**config.mk**
```make
export PLATFORM = sky130hd
export DESIGN_NAME = mod_multicycle_ctrl_flat
export DESIGN_NICKNAME = d
export VERILOG_FILES = /design/src/rtl/mod_multicycle_ctrl_pkg.sv /design/src/rtl/mod_multicycle_ctrl_if.sv /design/src/rtl/mod_multicycle_ctrl_alu_funct_decode.sv /design/src/rtl/mod_multicycle_ctrl.sv /design/src/flat_wrapper.sv
export SDC_FILE = /design/constraint.sdc
export NUM_CORES = 1
export LEC_CHECK = 0
export CORE_MARGIN = 10
export CORE_UTILIZATION = 30
export CTS_CLUSTER_SIZE = 14
export DETAILED_ROUTE_END_ITERATION = 10
export PLACE_DENSITY = 0.53
export SYNTH_ARGS = -nofsm -noshare
export SYNTH_HDL_FRONTEND = slang
export SYNTH_SLANG_ARGS = --single-unit
export TNS_END_PERCENT = 5
```
**constraint.sdc**
```tcl
create_clock -name clk -period 6 [get_ports clk]
set_clock_uncertainty 0.1 [all_clocks]
set_input_delay 1.2 -clock clk [delete_from_list [all_inputs] [get_ports clk]]
set_output_delay 1.2 -clock clk [all_outputs]
set_load 0.03 [all_outputs]
```
**src/rtl/mod_multicycle_ctrl_pkg.sv**
```systemverilog
// Shared constants for the multi-cycle MIPS sequencer: opcode/funct codes,
// ALU operation encodings, mux select encodings and the FSM state type.
package mod_multicycle_ctrl_pkg;

  // Instruction opcodes (IR[31:26])
  localparam logic [5:0] OP_RTYPE = 6'b000000;
  localparam logic [5:0] OP_LW    = 6'b100011;
  localparam logic [5:0] OP_SW    = 6'b101011;
  localparam logic [5:0] OP_BEQ   = 6'b000100;
  localparam logic [5:0] OP_J     = 6'b000010;

  // R-type function codes (IR[5:0])
  localparam logic [5:0] FN_ADD = 6'b100000;
  localparam logic [5:0] FN_SUB = 6'b100010;
  localparam logic [5:0] FN_AND = 6'b100100;
  localparam logic [5:0] FN_OR  = 6'b100101;
  localparam logic [5:0] FN_SLT = 6'b101010;

  // ALU operation encodings
  localparam logic [2:0] ALU_ADD = 3'b010;
  localparam logic [2:0] ALU_SUB = 3'b110;
  localparam logic [2:0] ALU_AND = 3'b000;
  localparam logic [2:0] ALU_OR  = 3'b001;
  localparam logic [2:0] ALU_SLT = 3'b111;
  localparam logic [2:0] ALU_NOP = 3'b101;

  // PC source mux
  localparam logic [1:0] PCS_ALU    = 2'b00;
  localparam logic [1:0] PCS_ALUOUT = 2'b01;
  localparam logic [1:0] PCS_JUMP   = 2'b10;

  // ALU operand B mux
  localparam logic [1:0] SRCB_B      = 2'b00;
  localparam logic [1:0] SRCB_FOUR   = 2'b01;
  localparam logic [1:0] SRCB_IMM    = 2'b10;
  localparam logic [1:0] SRCB_IMM_SH = 2'b11;

  typedef enum logic [3:0] {
    ST_IDLE     = 4'd0,
    ST_FETCH    = 4'd1,
    ST_DECODE   = 4'd2,
    ST_R_EXEC   = 4'd3,
    ST_R_WB     = 4'd4,
    ST_MEM_ADDR = 4'd5,
    ST_MEM_RD   = 4'd6,
    ST_MEM_WB   = 4'd7,
    ST_MEM_WR   = 4'd8,
    ST_BRANCH   = 4'd9,
    ST_JUMP     = 4'd10,
    ST_FAULT    = 4'd11
  } state_t;

  // Opcode dispatch out of DECODE; ST_FETCH marks an unsupported opcode.
  function automatic state_t decode_next(input logic [5:0] op);
    state_t s;
    case (op)
      OP_RTYPE:     s = ST_R_EXEC;
      OP_LW, OP_SW: s = ST_MEM_ADDR;
      OP_BEQ:       s = ST_BRANCH;
      OP_J:         s = ST_JUMP;
      default:      s = ST_FETCH;
    endcase
    return s;
  endfunction

endpackage

```
**src/rtl/mod_multicycle_ctrl_if.sv**
```systemverilog
// Control bundle between the sequencer and the datapath/memory.
// master = sequencer side, slave = datapath/memory side.
interface mod_multicycle_ctrl_if #(parameter int RETIRE_W = 16);
  logic [5:0]          opcode;
  logic [5:0]          funct;
  logic                zero;
  logic                mem_ready;
  logic                mem_read;
  logic                mem_write;
  logic                i_or_d;
  logic                ir_write;
  logic                pc_en;
  logic [1:0]          pc_source;
  logic                alu_src_a;
  logic [1:0]          alu_src_b;
  logic [2:0]          alu_op;
  logic                reg_dst;
  logic                mem_to_reg;
  logic                reg_write;
  logic                retire;
  logic                illegal;
  logic                fault;
  logic [RETIRE_W-1:0] retire_count;

  modport master (
    input  opcode, funct, zero, mem_ready,
    output mem_read, mem_write, i_or_d, ir_write, pc_en, pc_source,
           alu_src_a, alu_src_b, alu_op, reg_dst, mem_to_reg, reg_write,
           retire, illegal, fault, retire_count
  );

  modport slave (
    output opcode, funct, zero, mem_ready,
    input  mem_read, mem_write, i_or_d, ir_write, pc_en, pc_source,
           alu_src_a, alu_src_b, alu_op, reg_dst, mem_to_reg, reg_write,
           retire, illegal, fault, retire_count
  );
endinterface

```
**src/rtl/mod_multicycle_ctrl_alu_funct_decode.sv**
```systemverilog
// R-type funct field to ALU operation, with a flag for supported functs.
module mod_alu_funct_decode
  import mod_multicycle_ctrl_pkg::*;
(
  input  logic [5:0] i_funct,
  output logic [2:0] o_alu_op,
  output logic       o_valid
);

  // Map supported functs; anything else yields a NOP and valid=0.
  always_comb begin
    o_alu_op = ALU_NOP;
    o_valid  = 1'b0;
    case (i_funct)
      FN_ADD:  begin o_alu_op = ALU_ADD; o_valid = 1'b1; end
      FN_SUB:  begin o_alu_op = ALU_SUB; o_valid = 1'b1; end
      FN_AND:  begin o_alu_op = ALU_AND; o_valid = 1'b1; end
      FN_OR:   begin o_alu_op = ALU_OR;  o_valid = 1'b1; end
      FN_SLT:  begin o_alu_op = ALU_SLT; o_valid = 1'b1; end
      default: begin o_alu_op = ALU_NOP; o_valid = 1'b0; end
    endcase
  end

endmodule

```
**src/rtl/mod_multicycle_ctrl.sv**
```systemverilog
// Multi-cycle MIPS sequencer. Moore FSM stepping fetch/decode/execute/
// memory/writeback, with memory-wait timeout into a sticky FAULT state.
module mod_multicycle_ctrl
  import mod_multicycle_ctrl_pkg::*;
#(
  parameter int TIMEOUT  = 16,
  parameter int RETIRE_W = 16
)(
  input  logic                 clk,
  input  logic                 rst_n,
  mod_multicycle_ctrl_if.master bus
);

  localparam int CNT_W = (TIMEOUT < 2) ? 1 : $clog2(TIMEOUT + 1);

  state_t              r_state;
  state_t              w_next;
  state_t              w_dec_next;
  logic [CNT_W-1:0]    r_wait_cnt;
  logic                r_fault;
  logic [RETIRE_W-1:0] r_retire_count;

  logic       w_mem_read;
  logic       w_mem_write;
  logic       w_i_or_d;
  logic       w_ir_write;
  logic       w_pc_en;
  logic [1:0] w_pc_source;
  logic       w_alu_src_a;
  logic [1:0] w_alu_src_b;
  logic [2:0] w_alu_op;
  logic       w_reg_dst;
  logic       w_mem_to_reg;
  logic       w_reg_write;
  logic       w_retire;
  logic       w_illegal;
  logic       w_req;
  logic       w_wait_expire;
  logic [2:0] w_funct_alu_op;
  logic       w_funct_valid;

  mod_alu_funct_decode u_funct_decode (
    .i_funct  (bus.funct),
    .o_alu_op (w_funct_alu_op),
    .o_valid  (w_funct_valid)
  );

  assign w_dec_next = decode_next(bus.opcode);
  assign w_req      = w_mem_read | w_mem_write;
  // The current request cycle is the TIMEOUT-th one without mem_ready.
  assign w_wait_expire = (TIMEOUT > 0) && (r_wait_cnt == CNT_W'(TIMEOUT - 1));

  // State register.
  always_ff @(posedge clk or negedge rst_n) begin
    if (!rst_n) begin
      r_state <= ST_IDLE;
    end else begin
      r_state <= w_next;
    end
  end

  // Next-state and Moore output decode (mem_ready/zero gate a few outputs).
  always_comb begin
    w_next       = r_state;
    w_mem_read   = 1'b0;
    w_mem_write  = 1'b0;
    w_i_or_d     = 1'b0;
    w_ir_write   = 1'b0;
    w_pc_en      = 1'b0;
    w_pc_source  = PCS_ALU;
    w_alu_src_a  = 1'b0;
    w_alu_src_b  = SRCB_B;
    w_alu_op     = ALU_NOP;
    w_reg_dst    = 1'b0;
    w_mem_to_reg = 1'b0;
    w_reg_write  = 1'b0;
    w_retire     = 1'b0;
    w_illegal    = 1'b0;
    case (r_state)
      ST_IDLE: begin
        w_next = ST_FETCH;
      end
      ST_FETCH: begin
        w_mem_read = 1'b1;
        if (bus.mem_ready) begin
          w_ir_write  = 1'b1;
          w_pc_en     = 1'b1;
          w_pc_source = PCS_ALU;
          w_alu_src_b = SRCB_FOUR;
          w_alu_op    = ALU_ADD;
          w_next      = ST_DECODE;
        end else if (w_wait_expire) begin
          w_next = ST_FAULT;
        end else begin
          w_next = ST_FETCH;
        end
      end
      ST_DECODE: begin
        // Speculatively form the branch target into ALUOut.
        w_alu_src_b = SRCB_IMM_SH;
        w_alu_op    = ALU_ADD;
        w_next      = w_dec_next;
        w_illegal   = (w_dec_next == ST_FETCH);
      end
      ST_R_EXEC: begin
        w_alu_src_a = 1'b1;
        w_alu_src_b = SRCB_B;
        w_alu_op    = w_funct_alu_op;
        if (w_funct_valid) begin
          w_next = ST_R_WB;
        end else begin
          w_illegal = 1'b1;
          w_next    = ST_FETCH;
        end
      end
      ST_R_WB: begin
        w_reg_dst   = 1'b1;
        w_reg_write = 1'b1;
        w_retire    = 1'b1;
        w_next      = ST_FETCH;
      end
      ST_MEM_ADDR: begin
        w_alu_src_a = 1'b1;
        w_alu_src_b = SRCB_IMM;
        w_alu_op    = ALU_ADD;
        if (bus.opcode == OP_SW) begin
          w_next = ST_MEM_WR;
        end else begin
          w_next = ST_MEM_RD;
        end
      end
      ST_MEM_RD: begin
        w_mem_read = 1'b1;
        w_i_or_d   = 1'b1;
        if (bus.mem_ready) begin
          w_next = ST_MEM_WB;
        end else if (w_wait_expire) begin
          w_next = ST_FAULT;
        end else begin
          w_next = ST_MEM_RD;
        end
      end
      ST_MEM_WB: begin
        w_mem_to_reg = 1'b1;
        w_reg_write  = 1'b1;
        w_retire     = 1'b1;
        w_next       = ST_FETCH;
      end
      ST_MEM_WR: begin
        w_mem_write = 1'b1;
        w_i_or_d    = 1'b1;
        if (bus.mem_ready) begin
          w_retire = 1'b1;
          w_next   = ST_FETCH;
        end else if (w_wait_expire) begin
          w_next = ST_FAULT;
        end else begin
          w_next = ST_MEM_WR;
        end
      end
      ST_BRANCH: begin
        w_alu_src_a = 1'b1;
        w_alu_src_b = SRCB_B;
        w_alu_op    = ALU_SUB;
        w_pc_source = PCS_ALUOUT;
        w_pc_en     = bus.zero;
        w_retire    = 1'b1;
        w_next      = ST_FETCH;
      end
      ST_JUMP: begin
        w_pc_en     = 1'b1;
        w_pc_source = PCS_JUMP;
        w_retire    = 1'b1;
        w_next      = ST_FETCH;
      end
      ST_FAULT: begin
        w_next = ST_FAULT;
      end
      default: begin
        w_next = ST_IDLE;
      end
    endcase
  end

  // Memory wait counter: counts unanswered request cycles within one state.
  always_ff @(posedge clk or negedge rst_n) begin
    if (!rst_n) begin
      r_wait_cnt <= '0;
    end else if (w_next != r_state) begin
      r_wait_cnt <= '0;
    end else if (w_req && !bus.mem_ready) begin
      r_wait_cnt <= r_wait_cnt + CNT_W'(1'b1);
    end else begin
      r_wait_cnt <= '0;
    end
  end

  // Sticky fault flag, set on entry to FAULT and cleared only by reset.
  always_ff @(posedge clk or negedge rst_n) begin
    if (!rst_n) begin
      r_fault <= 1'b0;
    end else if (w_next == ST_FAULT) begin
      r_fault <= 1'b1;
    end else begin
      r_fault <= r_fault;
    end
  end

  // Retired-instruction counter, wraps naturally.
  always_ff @(posedge clk or negedge rst_n) begin
    if (!rst_n) begin
      r_retire_count <= '0;
    end else if (w_retire) begin
      r_retire_count <= r_retire_count + RETIRE_W'(1'b1);
    end else begin
      r_retire_count <= r_retire_count;
    end
  end

  assign bus.mem_read     = w_mem_read;
  assign bus.mem_write    = w_mem_write;
  assign bus.i_or_d       = w_i_or_d;
  assign bus.ir_write     = w_ir_write;
  assign bus.pc_en        = w_pc_en;
  assign bus.pc_source    = w_pc_source;
  assign bus.alu_src_a    = w_alu_src_a;
  assign bus.alu_src_b    = w_alu_src_b;
  assign bus.alu_op       = w_alu_op;
  assign bus.reg_dst      = w_reg_dst;
  assign bus.mem_to_reg   = w_mem_to_reg;
  assign bus.reg_write    = w_reg_write;
  assign bus.retire       = w_retire;
  assign bus.illegal      = w_illegal;
  assign bus.fault        = r_fault;
  assign bus.retire_count = r_retire_count;

endmodule

```
**src/flat_wrapper.sv**
```systemverilog
// flat-port wrapper written by rule: the top's interface ports become plain ports
module mod_multicycle_ctrl_flat import mod_multicycle_ctrl_pkg::*;
#(
  parameter int TIMEOUT  = 16,
  parameter int RETIRE_W = 16
)
  (clk, rst_n, bus_opcode, bus_funct, bus_zero, bus_mem_ready, bus_mem_read, bus_mem_write, bus_i_or_d, bus_ir_write, bus_pc_en, bus_pc_source, bus_alu_src_a, bus_alu_src_b, bus_alu_op, bus_reg_dst, bus_mem_to_reg, bus_reg_write, bus_retire, bus_illegal, bus_fault, bus_retire_count);
  mod_multicycle_ctrl_if #(.RETIRE_W(RETIRE_W)) bus_i ();
  input  logic clk;
  input  logic rst_n;
  input wire logic [$bits(bus_i.opcode)-1:0] bus_opcode;
  input wire logic [$bits(bus_i.funct)-1:0] bus_funct;
  input wire logic [$bits(bus_i.zero)-1:0] bus_zero;
  input wire logic [$bits(bus_i.mem_ready)-1:0] bus_mem_ready;
  output wire logic [$bits(bus_i.mem_read)-1:0] bus_mem_read;
  output wire logic [$bits(bus_i.mem_write)-1:0] bus_mem_write;
  output wire logic [$bits(bus_i.i_or_d)-1:0] bus_i_or_d;
  output wire logic [$bits(bus_i.ir_write)-1:0] bus_ir_write;
  output wire logic [$bits(bus_i.pc_en)-1:0] bus_pc_en;
  output wire logic [$bits(bus_i.pc_source)-1:0] bus_pc_source;
  output wire logic [$bits(bus_i.alu_src_a)-1:0] bus_alu_src_a;
  output wire logic [$bits(bus_i.alu_src_b)-1:0] bus_alu_src_b;
  output wire logic [$bits(bus_i.alu_op)-1:0] bus_alu_op;
  output wire logic [$bits(bus_i.reg_dst)-1:0] bus_reg_dst;
  output wire logic [$bits(bus_i.mem_to_reg)-1:0] bus_mem_to_reg;
  output wire logic [$bits(bus_i.reg_write)-1:0] bus_reg_write;
  output wire logic [$bits(bus_i.retire)-1:0] bus_retire;
  output wire logic [$bits(bus_i.illegal)-1:0] bus_illegal;
  output wire logic [$bits(bus_i.fault)-1:0] bus_fault;
  output wire logic [$bits(bus_i.retire_count)-1:0] bus_retire_count;
  assign bus_i.opcode = bus_opcode;
  assign bus_i.funct = bus_funct;
  assign bus_i.zero = bus_zero;
  assign bus_i.mem_ready = bus_mem_ready;
  assign bus_mem_read = bus_i.mem_read;
  assign bus_mem_write = bus_i.mem_write;
  assign bus_i_or_d = bus_i.i_or_d;
  assign bus_ir_write = bus_i.ir_write;
  assign bus_pc_en = bus_i.pc_en;
  assign bus_pc_source = bus_i.pc_source;
  assign bus_alu_src_a = bus_i.alu_src_a;
  assign bus_alu_src_b = bus_i.alu_src_b;
  assign bus_alu_op = bus_i.alu_op;
  assign bus_reg_dst = bus_i.reg_dst;
  assign bus_mem_to_reg = bus_i.mem_to_reg;
  assign bus_reg_write = bus_i.reg_write;
  assign bus_retire = bus_i.retire;
  assign bus_illegal = bus_i.illegal;
  assign bus_fault = bus_i.fault;
  assign bus_retire_count = bus_i.retire_count;
  mod_multicycle_ctrl #(.TIMEOUT(TIMEOUT), .RETIRE_W(RETIRE_W)) u_core (.clk(clk), .rst_n(rst_n), .bus(bus_i));
endmodule
```
[Word level (Yosys, flattened, before mapping)]
Index checks and enable logic that the tools add are counted.
Word-level totals
  flip-flop bits (word level): 26
  output and inout port bits: 35
  input port bits: 16
  logic and storage cells: 76
Operators by class
  mux-type cells: 32
  eq/ne operators: 24
  bitwise gates (word level): 1
  $add $sub $neg: 2
  reductions and logical operators: 13
Operators by type and width (count)
  6-bit equality test, second input constant: 7
  4-bit case mux with 8 select lines: 1
  4-bit 2-to-1 mux: 6
  4-bit equality test, second input constant: 5
  16-bit by 1-bit adder with 16-bit output, second input constant: 1
  4-bit by 3-bit equality test with 1-bit output, second input constant: 4
  4-bit case mux with 4 select lines: 1
  3-bit case mux with 5 select lines: 1
  1-bit 2-to-1 mux: 12
  3-bit case mux with 4 select lines: 1
  5-bit 2-to-1 mux: 2
  2-bit OR reduction: 5
  5-bit OR reduction: 2
  4-bit by 1-bit equality test with 1-bit output, second input constant: 2
  4-bit by 2-bit equality test with 1-bit output, second input constant: 2
  6-bit by 2-bit equality test with 1-bit output, second input constant: 1
  6-bit by 3-bit equality test with 1-bit output, second input constant: 1
  6-bit logical NOT: 1
  3-bit 2-to-1 mux: 2
  2-bit case mux with 3 select lines: 1
  5-bit by 1-bit adder with 5-bit output, second input constant: 1
  5-bit by 4-bit equality test with 1-bit output, second input constant: 1
  4-bit logical NOT: 1
  4-bit inequality test: 1
  other kinds (9): 10

[Depth between registers and ports, before layout]
  word-level depth: 7
  mapped depth: 9
  gate-level depth less buffers: 9

[Cells and area by module]
Synthesis repeated with hierarchy kept, for this count alone.
Unflattened totals
  cells, all modules: 193
  area, all modules: 1739.2 um^2
By module, submodules not included
  mod_multicycle_ctrl: cells each 186, instances 1, sequential area each 650.6 um^2, area each 1685.4 um^2
  mod_alu_funct_decode: cells each 7, instances 1, sequential area each 0.0 um^2, area each 53.8 um^2

[Worst setup path before layout]
OpenSTA, ideal clock, no wires.
  kind: input to output
  start point: input port bus_funct[2]
  end point: output port bus_alu_op[2]
  data required time: 4.700 ns
  arrival time: 2.269 ns
  cell stages on the path: 6
  setup slack: 2.431 ns
  buffers on the path: 0
  cells stage by stage: and2_1 > nor4_1 > o31ai_1 > a21oi_1 > nand2_1 > a21o_1
Between the ends
  cells in the longest elaborated chain, start to end: 3
  elaborated cells on any way between the ends: 7
Ends and longest elaborated chain
  start: declaration: line flat_wrapper.sv:12  | input wire logic [$bits(bus_i.funct)-1:0] bus_funct;
  6-bit equality test: line mod_multicycle_ctrl_alu_funct_decode.sv:14  | case (i_funct)
  3-bit case mux with 5 select lines *: line mod_multicycle_ctrl_alu_funct_decode.sv:14
  3-bit case mux with 4 select lines *: line mod_multicycle_ctrl.sv:79  | case (r_state)
  end: declaration: line flat_wrapper.sv:23  | output wire logic [$bits(bus_i.alu_op)-1:0] bus_alu_op;
Every way passes the cells marked *; elsewhere a longest branch is shown, timed or not.

[Final worst setup path]
Same ends and word-level chain as after synthesis.

==> out/results.ini <==
[synthesis]
synth_compound_gate_area_share_pct = 18.7
yosysTopAreaCell = dfrtp_1
synth_seq_area_share_pct = 34.3
synth_nets = 219
async_reset_ff_share_pct = 100
synth_top_cells_by_area = dfrtp_1 (34%), xnor2_1 (6.5%), nand2_1 (4.2%)
synth_top_family_by_area = simple AND/OR/NAND/NOR gates
syn_avg_cell_area_um2 = 9.48
synth-xor-area-share_pct = 7.85
synthCells = 200
ys_types = 58
synth_seq_cells = 26
synth_area_um2 = 1900
synth-main-ff-cell = dfrtp_1
muxShareOfSynthArea_pct = 2.18
synthAdderAreaFrac_pct = 1.98
synth_edf_count = 0
yosys.area_share.simple_pct = 28.5
synth_warnings = 0
yosysTopAreaCellShare_pct = 34.3

[worst_setup_path]
cpMostUsedCell = clkdlybuf4s50_1
max_stage_delay_ns = 0.59
arrival_ns = 3.38
crit_path_end_kind = output pin
crit_path_start_kind = input port
slowest_stage = clkdlybuf4s50_1
cp.required_ns = 4.70
crit_type = input port to output pin
critPathBufInv = 2
crit_family = buffers and inverters
cp_cell_sequence = clkdlybuf4s50_1, and2_1, nor4_1, o31ai_1, a21oi_1, nand2_1, a21o_1, clkdlybuf4s50_1
crit_fanout = 4

[final_layout]
layout_common_cells = clkdlybuf4s50_1 (50), dfrtp_1 (26), nand2_1 (21), xnor2_1 (14), nor2_1 (11)
final_common_cell = clkdlybuf4s50_1
n_antenna_cell = 0
final_net_count = 263
fill_cells = 625
drive_above_1_share_pct = 12.3
syn2layout_area_growth_pct = 30.5
stdcell_area_um2 = 2480

[drt]
via_count = 1621
first_iter_violations = 56
wirelength_mm = 4.95
drtPass1Iterations = 5
route.detailed.drc = 0
avgRoutedWirePerCell_um = 15.6
via_per_inst = 5.10
ant_nets = 0

[placement]
portBuffers = 50
dpl-instance-area_um2 = 2400
place_hpwl_mm = 3.73
pre_cts_slack_ns = 1.34
gp_congestion = 0.790

[worst_hold_path]
worstHoldPathType = register to register

[pwr]
power.internal_mw = 0.526
swShare_pct = 46.0
p_comb_share_pct = 59.1
pwr-share-seq_pct = 25.8
total_power_mw = 0.973
ir_worst_vdd_mv = 0.237
p_leak_nw = 0.991
cellPowerDensity_nw_per_um2 = 393
p_switching_mw = 0.448
clockPowerShare_pct = 15.1

[global_routing]
overflow = 0
grt_pass1_wl_mm = 8.31
grt_pass1_vias = 1562
grt_usage_pct = 9.97
grt_max_degree = 30
antenna_found_initial = 0

[timing]
fmax_mhz = 214
setup_slack_ns = 1.32
finalSetupViolCount = 0
period_needed_ns = 4.68
worst_slew_pin_slew_ns = 0.760
slew_headroom_pct = 49.2
layout_worst_path_cycle_share_pct = 78.0
tns_ns = 0
hold_viol = 0
finalMaxSlewViolations = 0
rsz0062_at_grt = no

[clocking]
ctsHoldBuffers = 0
worstSkewPairLatency_ns = 0.27
clockBufferDepth = 2
cts.sinks = 26
cts_buffers = 3
root_buffer = clkbuf_8
path_clk_slew_ns = 0.09
cts_setup_buffers = 0
htreeDepth = 1
cts_resized = 0
tritoncts = yes

[die]
die_w_um = 99.5
io_pins = 51
initial_core_util_pct = 31.5
die_y_um = 99.5
coreArea_um2 = 6030
dieArea_um2 = 9900
fp-row-count = 28

[run_status]
outcome = completed

[job]
max_cap_viol_count = 0

[area by class of cell]
cell class	instances	area, um2	area share, %
Clock buffer	3	41.3	1.67
Timing Repair Buffer	53	523	21.1
Tap cell	75	93.8	3.79
Inverter	4	15.0	0.606
Multi-Input combinational cell	156	1120	45.3
Clock inverter	1	30.0	1.21
Sequential cell	26	651	26.3
[sequential cells by signal, indices dropped and copies added (netlist names)]
signal / count
u_core.bus.fault: 1
u_core.bus.retire_count: 16
u_core.r_state: 4
u_core.r_wait_cnt: 5
[worst paths after layout]
path	start	end	slack, ns	cells after the start
min reg2reg	u_core.bus.retire_count[15]$_DFFE_PN0P_	u_core.bus.retire_count[15]$_DFFE_PN0P_	0.39	1
max	bus_funct[2]	bus_alu_op[2]	1.32	8
max in group asynchronous	rst_n	u_core.r_wait_cnt[4]$_DFF_PN0_	4.36	2
max reg2reg	u_core.r_state[3]$_DFF_PN0_	u_core.bus.retire_count[9]$_DFFE_PN0P_	3.19	6
min	u_core.bus.retire_count[15]$_DFFE_PN0P_	u_core.bus.retire_count[15]$_DFFE_PN0P_	0.39	1
min in group asynchronous	rst_n	u_core.bus.retire_count[10]$_DFFE_PN0P_	1.19	2
[kinds of logic after synthesis]
logic type               Yosys count
AND/OR/NAND/NOR                   92
AO/OA/AOI/OAI                     40
flip-flops                        26
buffers and inverters             18
XOR/XNOR                          17
multiplexers                       4
adder cells (fa/ha/maj)            3
[per-stage QoR]
| stage | hold slack (ns) | instances | util [%] |
|---|---|---|---|
| 5_1_grt | 0.400 | 318 | 41.1 |
| 3_5_place_dp | 0.368 | 314 | 39.9 |
| 4_1_cts | 0.387 | 318 | 41.1 |
| 3_3_place_gp | 0.365 | 314 | 39.9 |
| 2_1_floorplan | 0.347 | 200 | - |
| 6_report | 0.386 | 318 | 41.1 |
[synthesized netlist by cell type, drive strengths merged, types with 4 or more instances]
library cell / instances
a21oi: 8
and3: 8
buf: 11
dfrtp: 26
inv: 4
nand2: 21
nand2b: 7
nand3: 9
nand3b: 4
nor2: 13
nor2b: 5
nor3: 7
o21ai: 5
o31ai: 5
xnor2: 14
[per-layer routing]
| layer | track usage [%] | up-vias | part of all wire (%) | wire (um) |
|---|---|---|---|---|
| li1 | - | 803 | - | - |
| met1 | 13.8 | 786 | 48 | 2380 |
| met2 | 14.7 | 27 | 46 | 2270 |
| met3 | 2.84 | 5 | 5.1 | 252 |
| met4 | 2.54 | 0 | 0.77 | 38 |
| met5 | 0 | - | 0 | 0 |
[power groups by stage]
stage	combinational, mW	clock (mW)	sequential [mW]
after floorplan	0.394	0	0.267
after global placement	0.584	0	0.254
after detailed placement	0.581	0	0.252
after CTS	0.583	0.153	0.250
after global routing	0.621	0.163	0.256
final	0.576	0.147	0.251
No activity file was read; power rests on OpenSTA's default activity.
